[config.mk]
export PLATFORM = sky130hd
export DESIGN_NAME = ppg_slot_sequencer
export DESIGN_NICKNAME = d
export VERILOG_FILES = /design/src/rtl/ppg_slot_sequencer.sv
export SDC_FILE = /design/constraint.sdc
export NUM_CORES = 1
export LEC_CHECK = 0
export CORE_ASPECT_RATIO = 1.75
export CORE_MARGIN = 2
export CORE_UTILIZATION = 50
export CTS_CLUSTER_SIZE = 8
export DETAILED_ROUTE_END_ITERATION = 8
export PLACE_DENSITY = 0.92
export SYNTH_ARGS = -nofsm -noshare
export SYNTH_HDL_FRONTEND = slang
export SYNTH_SLANG_ARGS = --single-unit
[constraint.sdc]
create_clock -name CLK -period 4.3 [get_ports CLK]
set_clock_uncertainty 0.2 [all_clocks]
set_input_delay 1.29 -clock CLK [delete_from_list [all_inputs] [get_ports CLK]]
set_output_delay 1.29 -clock CLK [all_outputs]
set_load 0.02 [all_outputs]
[src/rtl/ppg_slot_sequencer.sv]
// RED / IR / DARK time-division sequencer: loads per-channel front-end settings on
// slot entry, blanks the settling interval and averages 2^AVG_LOG2 ADC samples per slot.
module ppg_slot_sequencer #(
    parameter int SLOT_CYCLES   = 10,
    parameter int SETTLE_CYCLES = 4,
    parameter int AVG_LOG2      = 2
) (
    input  logic       CLK,
    input  logic       rst_n,
    input  logic       enable,
    input  logic [7:0] ADC,
    input  logic [6:0] RED_DC_Comp,
    input  logic [6:0] IR_DC_Comp,
    input  logic [3:0] RED_PGA,
    input  logic [3:0] IR_PGA,
    output logic       LED_RED,
    output logic       LED_IR,
    output logic [6:0] DC_Comp,
    output logic [3:0] PGA_Gain,
    output logic [7:0] RED_ADC_Value,
    output logic [7:0] IR_ADC_Value,
    output logic [7:0] AMB_ADC_Value,
    output logic       red_valid,
    output logic       ir_valid,
    output logic       amb_valid,
    output logic       busy
);

    localparam int N  = 1 << AVG_LOG2;
    localparam int CW = (SLOT_CYCLES > 1) ? $clog2(SLOT_CYCLES) : 1;
    localparam int AW = 8 + AVG_LOG2;

    localparam logic [CW-1:0] SMP_FIRST = CW'(SETTLE_CYCLES);
    localparam logic [CW-1:0] SMP_LAST  = CW'(SETTLE_CYCLES + N - 1);
    localparam logic [CW-1:0] CNT_END   = CW'(SLOT_CYCLES - 1);

    typedef enum logic [1:0] {IDLE, RED, IR, DARK} state_t;

    state_t          state_q, state_d;
    logic [CW-1:0]   cnt_q;
    logic [AW-1:0]   acc_q, acc_d;
    logic            led_red_q, led_ir_q;
    logic [6:0]      dc_q;
    logic [3:0]      pga_q;
    logic [7:0]      red_val_q, ir_val_q, amb_val_q;
    logic            red_vld_q, ir_vld_q, amb_vld_q;
    logic            slot_end, sample_en, last_smp, entry;

    always_comb begin
        slot_end  = (state_q != IDLE) && (cnt_q == CNT_END);
        sample_en = (state_q != IDLE) && (cnt_q >= SMP_FIRST) && (cnt_q <= SMP_LAST);
        last_smp  = (state_q != IDLE) && (cnt_q == SMP_LAST);
        acc_d     = sample_en ? acc_q + AW'(ADC) : acc_q;
        state_d   = state_q;
        case (state_q)
            IDLE:    if (enable)   state_d = RED;
            RED:     if (slot_end) state_d = enable ? IR   : IDLE;
            IR:      if (slot_end) state_d = enable ? DARK : IDLE;
            DARK:    if (slot_end) state_d = enable ? RED  : IDLE;
            default: state_d = IDLE;
        endcase
        entry = (state_d != state_q) && (state_d != IDLE);
    end

    always_ff @(posedge CLK or negedge rst_n) begin
        if (!rst_n) begin
            state_q   <= IDLE;
            cnt_q     <= '0;
            acc_q     <= '0;
            led_red_q <= 1'b0;
            led_ir_q  <= 1'b0;
            dc_q      <= '0;
            pga_q     <= '0;
            red_val_q <= '0;
            ir_val_q  <= '0;
            amb_val_q <= '0;
            red_vld_q <= 1'b0;
            ir_vld_q  <= 1'b0;
            amb_vld_q <= 1'b0;
        end else begin
            state_q   <= state_d;
            red_vld_q <= 1'b0;
            ir_vld_q  <= 1'b0;
            amb_vld_q <= 1'b0;
            if (state_d == IDLE) begin
                // DC/PGA intentionally keep their last codes while idle
                cnt_q     <= '0;
                acc_q     <= '0;
                led_red_q <= 1'b0;
                led_ir_q  <= 1'b0;
            end else if (entry) begin
                cnt_q <= '0;
                acc_q <= '0;
                case (state_d)
                    RED: begin
                        led_red_q <= 1'b1;
                        led_ir_q  <= 1'b0;
                        dc_q      <= RED_DC_Comp;
                        pga_q     <= RED_PGA;
                    end
                    IR: begin
                        led_red_q <= 1'b0;
                        led_ir_q  <= 1'b1;
                        dc_q      <= IR_DC_Comp;
                        pga_q     <= IR_PGA;
                    end
                    default: begin
                        // ambient is measured through the IR chain
                        led_red_q <= 1'b0;
                        led_ir_q  <= 1'b0;
                        dc_q      <= IR_DC_Comp;
                        pga_q     <= IR_PGA;
                    end
                endcase
            end else begin
                cnt_q <= cnt_q + CW'(1);
                acc_q <= acc_d;
                // result includes the sample arriving on this edge, so it lands at cnt=SETTLE+N
                if (last_smp) begin
                    case (state_q)
                        RED: begin
                            red_val_q <= acc_d[AW-1:AVG_LOG2];
                            red_vld_q <= 1'b1;
                        end
                        IR: begin
                            ir_val_q <= acc_d[AW-1:AVG_LOG2];
                            ir_vld_q <= 1'b1;
                        end
                        default: begin
                            amb_val_q <= acc_d[AW-1:AVG_LOG2];
                            amb_vld_q <= 1'b1;
                        end
                    endcase
                end
            end
        end
    end

    assign LED_RED       = led_red_q;
    assign LED_IR        = led_ir_q;
    assign DC_Comp       = dc_q;
    assign PGA_Gain      = pga_q;
    assign RED_ADC_Value = red_val_q;
    assign IR_ADC_Value  = ir_val_q;
    assign AMB_ADC_Value = amb_val_q;
    assign red_valid     = red_vld_q;
    assign ir_valid      = ir_vld_q;
    assign amb_valid     = amb_vld_q;
    assign busy          = (state_q != IDLE);

endmodule

# Word level (Yosys, flattened, before mapping)
# Cells that the tools add are included.
[word_totals]
in_bits = 33
elab_cells = 78
register_bits = 56
[op_classes]
addsub = 2
magnitude_cmp = 2
bitwise_logic = 3
reduce_logical = 16
mux = 33
n_eq_ne = 8
[ops]
columns = ["cell", "count"]
rows = [
  ["$mux 10", 3],
  ["$mux 1", 19],
  ["$mux 2", 6],
  ["$mux 4", 3],
  ["$reduce_and 4->1", 3],
  ["$add 10x8->10", 1],
  ["$pmux 2 s4", 1],
  ["$mux 7", 1],
  ["$eq 2x2->1 const B", 3],
  ["$reduce_bool 2->1", 3],
  ["$logic_and 1x1->1", 5],
  ["$add 4x1->4 const B", 1],
  ["$eq 2x1->1 const B", 2],
  ["$eq 4x3->1 const B", 1],
  ["$eq 4x4->1 const B", 1],
  ["$ge 4x3->1 const B", 1],
  ["$le 4x3->1 const B", 1],
  ["$logic_not 2->1", 2],
  ["$not 1->1", 3],
  ["$reduce_bool 3->1", 1],
  ["$ne 2x2->1", 1],
  ["$reduce_and 2->1", 1],
  ["$reduce_or 2->1", 1],
]

# Depth between registers and ports, before layout
# Gate-level depths: netlist of the first run.
[logic_depth]
depth_word = 8
mapped_depth = 10
ltp_nobuf = 9

# Worst setup path after synthesis of the first run
# No wires, ideal clock.
[synth_timing]
path_kind = "input to register"
from = "in ADC[0]"
to = "reg amb_val_q[6], in the netlist AMB_ADC_Value[6]"
required_time_ns = 3.954
t_arrival_ns = 3.000
setup_ns = 0.146
stages = 7
path_buffers = 0
setup_slack_ns = 0.954
cell_sequence = "ha_1 > fa_1 > a211oi_1 > nor2_1 > o31a_1 > a311oi_1 > mux2i_1"
[synth_between]
elab_chain_cells = 2
[synth_rtl]
columns = ["item", "line_no", "source"]
rows = [
  ["from (decl)", "11", "input logic [7:0] ADC,"],
  ["$add 10x8->10", "53", "acc_d = sample_en ? acc_q + AW'(ADC) : acc_q;"],
  ["$mux 10", "53", ""],
  ["to (signal assigned)", "130", "amb_val_q <= acc_d[AW-1:AVG_LOG2];"],
  ["to (decl)", "45", "logic [7:0] red_val_q, ir_val_q, amb_val_q;"],
]
# Every way passes these cells. The select of a mux whose other input is x is not followed.
# A chain may end at the register's enable or synchronous reset.

# Final worst setup path of the first run
[layout_timing]
from = "in ADC[0]"
to = "reg ir_val_q[6], in the netlist IR_ADC_Value[6]"
[layout_between]
elab_chain_cells = 2
[layout_rtl]
columns = ["item", "line_no", "source"]
rows = [
  ["$add 10x8->10", "53", ""],
  ["$mux 10", "53", ""],
  ["to (signal assigned)", "126", "ir_val_q <= acc_d[AW-1:AVG_LOG2];"],
  ["to (decl)", "45", ""],
]
# Every way passes these cells. The select of a mux whose other input is x is not followed.

==> results.json, run 1 <==
{
  "grt_pass1_wl_mm": 11.27,
  "use_met1": 0.2662,
  "initial_core_util": 0.5136,
  "antenna_left": 0,
  "rsz0062_at_grt": "false",
  "syn_area_um2": 2845,
  "status": "finished clean",
  "place_congestion": 0.8731,
  "finalWorstSetupSlack_ns": 0.6360,
  "vias": 2269,
  "diodes": 0,
  "use_met3": 0.05993,
  "drv_cap": 0,
  "syn-instance-count": 254,
  "final_cell_mix": "clkdlybuf4s50_1, dfrtp_1, inv_1, nor2_1, nand2_1",
  "wl_mm": 6.684,
  "hold_viol": 0,
  "hp-start": "cnt_q[0]",
  "dp_slack_ns": 0.2751,
  "crit_chain": "clkdlybuf4s50_1 > ha_1 > fa_1 > a211oi_1 > nor2_1 > o31a_1 > a311oi_1 > mux2i_1",
  "dieArea_um2": 6334,
  "coreArea_um2": 5540,
  "required_ns": 4.29,
  "wire_per_inst_um": 16.42,
  "drc": 0,
  "path_max_fanout": 4,
  "startpoint_type": "input port",
  "hold_class": "flip-flop to flip-flop",
  "syn_to_final_growth_pct": 31.57,
  "cts_setup_buffers": 0,
  "synthFlopType": "dfrtp_1",
  "placementRows": 36,
  "clock-sinks": 56,
  "cts_buffers": 5,
  "utilization": 0.6757,
  "antenna_found_initial": 0,
  "grt_pass1_vias": 2451,
  "die_h_um": 103.8,
  "max-vdd-ir-drop_uv": 477.3,
  "drtIter0Drc": 94,
  "setup_violations": 0,
  "synthAdderAreaFrac": 0.07300,
  "reg2reg_slack_ns": 1.31,
  "fin_crit_ns": 3.664,
  "p_leak_nw": 1.767,
  "ios": 74,
  "synth_xor_area_frac": 0.01539,
  "synthMuxAreaShare": 0.1011,
  "yosysTopAreaCell": "dfrtp_1",
  "ff2ff_path_depth": 8,
  "busiest_layer": "met2",
  "first_pass_iters": 4,
  "cellPowerDensity_nw_per_um2": 509.3,
  "synth_nets": 303,
  "r2r-start": "state_q[0]",
  "grt_usage": 0.2343,
  "drive_gt1_frac": 0.1027,
  "cpPeakStageDelay_ns": 0.53,
  "critPathSlowestCell": "a311oi_1",
  "overflow": 0,
  "worst_pin_slew_ns": 0.6349,
  "final_common_cell": "clkdlybuf4s50_1",
  "cts-root-buf": "clkbuf_8",
  "slew_headroom": 0.5731,
  "die_x_um": 61.03,
  "synth.distinct_cells": 45,
  "nets": 379,
  "yosys.area.top_type_share": 0.4925,
  "async_reset_ff_frac": 1.000,
  "vias_per_cell": 5.575,
  "synth-edff-count": 0,
  "hold_buffers": 0,
  "clk_latency_ns": 0.32,
  "synth-simple-area-share": 0.1113,
  "report.final.slew_viol_count": 0,
  "synth_top_family_by_area": "compound AO/OA/AOI/OAI gates",
  "grt_max_degree": 39,
  "fmax_ghz": 0.2729,
  "dpl.hpwl_mm": 5.188,
  "min_path_cells": 1,
  "worstReg2RegEnd": "IR_ADC_Value[0]",
  "use_met2": 0.3913,
  "avgSynthCellArea_um2": 11.20,
  "port_buffers": 73,
  "finalCritPeriodShare": 0.8521,
  "yosysWarningCount": 0,
  "synth_seq_cells": 56,
  "cts_max_path_buffers": 2,
  "synth_compound_area_frac": 0.1640,
  "cts_resized": 0,
  "end_kind": "flip-flop",
  "hold_end": "cnt_q[0]",
  "seq_area_frac_synth": 0.4925,
  "cts_tree": "yes",
  "cts.clk_slew.worst_paths_ns": 0.11,
  "fin_setup_tns_ns": 0,
  "crit_type": "input port to flip-flop",
  "htree_levels": 2,
  "yosys-top-cells-area": "dfrtp_1, ha_1, mux2_2",
  "worstPathArrival_ns": 3.65
}
==> Yosys cell counts, types with 2 or more instances <==
cell type  instances
dfrtp_1           56
inv_1             19
nor2_1            17
nand2_1           16
ha_1              15
o21ai_0           13
a2bb2oi_1         11
o22ai_1           11
mux2_2            10
mux2i_1           10
a21oi_1            8
clkbuf_1           6
a211oi_1           5
and3_1             5
mux2_4             5
xnor2_1            4
a21o_1             3
and2_1             3
nor2b_1            3
o21a_1             3
buf_6              2
nand2b_1           2
nand3_1            2
nand4_2            2
o2111ai_1          2
o31ai_1            2
==> sequential cells by signal (all words and copies together) (netlist names), 2 cells and up <==
signal and cells:
AMB_ADC_Value 8, DC_Comp 7, IR_ADC_Value 8, PGA_Gain 4, RED_ADC_Value 8, acc_q 10
cnt_q 4, state_q 2
==> layout make-up <==
type	count	area [um^2]
fill	417	1797
sequential	56	1401
multi-input combinational	170	1323
timing repair buffer	78	763.2
tap	76	95.09
inverter	19	71.32
clock buffer	5	68.82
clock inverter	3	21.27
==> worst max-delay path, delay by kind of cell <==
family | cells | cell delay (ns)
and+or+nand+nor | 1 | 0.10
buffers and inverters | 1 | 0.41
muxes | 1 | 0.15
adders and majority gates | 2 | 0.67
AOI/OAI and AO/OA | 3 | 1.02
==> how the worst max path moves through the flow <==
stage                start                to  slack, ns  depth (start not counted)
global placement    ADC[0]  AMB_ADC_Value[6]       0.31                          8
floorplan           ADC[0]  AMB_ADC_Value[6]       0.95                          7
detailed placement  ADC[0]   IR_ADC_Value[6]       0.28                          8
finish              ADC[0]   IR_ADC_Value[6]       0.64                          8
CTS                 ADC[0]   IR_ADC_Value[6]       0.62                          8
global route        ADC[0]   IR_ADC_Value[6]       0.40                          8
==> report_power, final <==
group	switching (W)	internal (W)
sequential	0.0000786	0.000644
combinational	0.000489	0.000397
clock	0.000182	0.000116
total	0.000750	0.00116
==> per-stage QoR <==
stage                     instance area (um^2)  power (W)  std cells  hold slack (ns)
final                                     3744   0.001907        407           0.3102
after global routing                      3744   0.002014        407           0.3509
after CTS                                 3744   0.001914        407           0.3127
after detailed placement                  3654   0.001618        399           0.2992
after global placement                    3654   0.001581        399           0.2817
after floorplan                           2845   0.001258        254           0.2608
==> cell families (layout without fill, tap and decap cells) <==
logic type / count (synthesis) / after routing
compound gates: 67 / 67
simple gates: 57 / 57
xor+xnor: 5 / 5
buf+inv: 28 / 105
mux: 25 / 25
flops: 56 / 56
fa+ha+maj: 16 / 16
==> layer usage <==
layer / vias up / share of wire
met4: 0 / 0.026
li1: 1060 / -
met2: 66 / 0.54
met5: - / 0
met3: 15 / 0.050
met1: 1128 / 0.38
(Power assumes the default switching activity.)
==> run 2, diff against run 1 <==
CORE_ASPECT_RATIO = not set   (was 1.75)
==> results.json, run 2 (synthesis gave the netlist of run 1 again) <==
{
  "status": "finished clean",
  "p_leak_nw": 1.758,
  "cellPowerDensity_nw_per_um2": 506.2,
  "fmax_ghz": 0.2682,
  "regArea_um2": 1401,
  "drtIter0Drc": 115,
  "placementRows": 27,
  "clk_latency_ns": 0.31,
  "overflow": 0,
  "vias": 2203,
  "die_x_um": 79.44,
  "drive_gt1_frac": 0.09422,
  "initial_core_util": 0.5167,
  "first_pass_iters": 5,
  "crit_buf_inv": 1,
  "clock-sinks": 56,
  "p_sw_frac": 0.3890,
  "dieArea_um2": 6310,
  "fin_setup_tns_ns": 0,
  "min_path_cells": 1,
  "grt_usage": 0.2174,
  "htree_levels": 2,
  "r2r-start": "state_q[0]",
  "power_w": 0.001884,
  "worstPathArrival_ns": 3.70,
  "port_buffers": 73,
  "grt_max_degree": 38,
  "final_common_cell": "clkdlybuf4s50_1",
  "switching_power_w": 0.0007329,
  "largest_reg_flops": 10,
  "coreArea_um2": 5507,
  "hold_viol": 0,
  "worstReg2RegEnd": "PGA_Gain[1]",
  "grt_pass1_wl_mm": 10.54,
  "hp-start": "cnt_q[0]",
  "wl_mm": 6.541,
  "path_max_fanout": 4,
  "crit_chain": "clkdlybuf4s50_1 > ha_1 > fa_1 > a211oi_1 > nor2_1 > o31a_1 > a311oi_1 > mux2i_1",
  "syn_to_final_growth_pct": 30.83,
  "slew_headroom": 0.4374,
  "finalCritPeriodShare": 0.8671,
  "die_h_um": 79.44,
  "cts-root-buf": "clkbuf_8",
  "fin_crit_ns": 3.729,
  "multiInputGateArea_um2": 1323,
  "cts_tree": "yes",
  "setup_violations": 0,
  "required_ns": 4.27,
  "antenna_found_initial": 0,
  "drc": 0,
  "place_congestion": 0.8354,
  "p_comb_frac": 0.464,
  "end_kind": "flip-flop",
  "antenna_left": 0,
  "nets": 378,
  "cts_buffers": 5,
  "crit_type": "input port to flip-flop",
  "power_frac_seq": 0.385,
  "max-vdd-ir-drop_uv": 399.5,
  "hold_buffers": 0,
  "report.final.slew_viol_count": 0,
  "utilization": 0.6760,
  "vias_per_cell": 5.494,
  "drv_cap": 0,
  "critPathSlowestCell": "a311oi_1",
  "hold_class": "flip-flop to flip-flop",
  "clkPwrFrac": 0.151,
  "p_int_w": 0.001151,
  "reg2reg_slack_ns": 1.27,
  "cpPeakStageDelay_ns": 0.55,
  "ios": 74,
  "grt_pass1_vias": 2209,
  "final_cell_mix": "clkdlybuf4s50_1, dfrtp_1, inv_1, nor2_1, nand2_1",
  "diodes": 0,
  "nFillCells": 390,
  "startpoint_type": "input port",
  "top_register": "acc_q",
  "cts_resized": 0,
  "worst_pin_slew_ns": 0.8407,
  "cts.clk_slew.worst_paths_ns": 0.10,
  "wire_per_inst_um": 16.31,
  "cts_setup_buffers": 0,
  "cp_top_family": "compound AO/OA/AOI/OAI gates",
  "cts_max_path_buffers": 2,
  "rsz0062_at_grt": "false",
  "hold_end": "cnt_q[0]",
  "ff2ff_path_depth": 8,
  "dpl.hpwl_mm": 4.889
}
run 2: changes by cell type in the layout (fill, tap and decap cells not counted), sizes merged:
cell,before,now
clkinvlp,1,0
buf,6,5
clkinv,1,0
clkbuf,5,6
run 2: metal layers:
metal / GRT usage / up-vias / wire (um)
met4: 0.05690 / 0 / 68
met3: 0.06674 / 7 / 523
met5: 0 / - / 0
met1: 0.2709 / 1054 / 2846
met2: 0.3681 / 81 / 3103
li1: - / 1061 / -
run 2: cell type report:
cell class,count,share of cell area
flip-flops and latches,56,0.3765
multi-input cells,170,0.3553
repair buffers,77,0.2030
well taps,72,0.02420
clock buffers,6,0.01950
inverters,19,0.01916
clock inverters,1,0.002353
run 2: worst max path at each step:
stage	start	end	depth (start not counted)
6_report	ADC[0]	IR_ADC_Value[6]	8
4_1_cts	ADC[0]	AMB_ADC_Value[6]	8
3_3_place_gp	ADC[0]	AMB_ADC_Value[6]	8
5_1_grt	ADC[0]	AMB_ADC_Value[6]	8
2_1_floorplan	ADC[0]	AMB_ADC_Value[6]	7
3_5_place_dp	ADC[0]	IR_ADC_Value[6]	8
run 2: power groups by stage:
stage	clock network, W	registers (W)	logic (W)
CTS	0.000289	0.000723	0.000878
global placement	0	0.000724	0.000844
floorplan	0	0.000835	0.000423
finish	0.000284	0.000725	0.000875
detailed placement	0	0.000728	0.000876
global route	0.000304	0.000738	0.000945
run 2: stage by stage:
step	setup WS, ns	area, um^2	instances	hold slack [ns]
floorplan	0.9541	2845	254	0.2608
global placement	0.3666	3641	394	0.2825
detailed placement	0.2780	3641	394	0.2928
CTS	0.6009	3722	401	0.3150
global route	0.4182	3722	401	0.3203
finish	0.5714	3722	401	0.3137
run 2: worst register-to-register path: stages (launching register included):
cell and delay, ns:
dfrtp_1 0.45, inv_1 0.13, ha_1 0.28, nor4_1 0.45
o21ai_0 0.17, o311ai_1 0.12, nor2_1 0.20, nor2_1 0.69
a2bb2oi_1 0.26
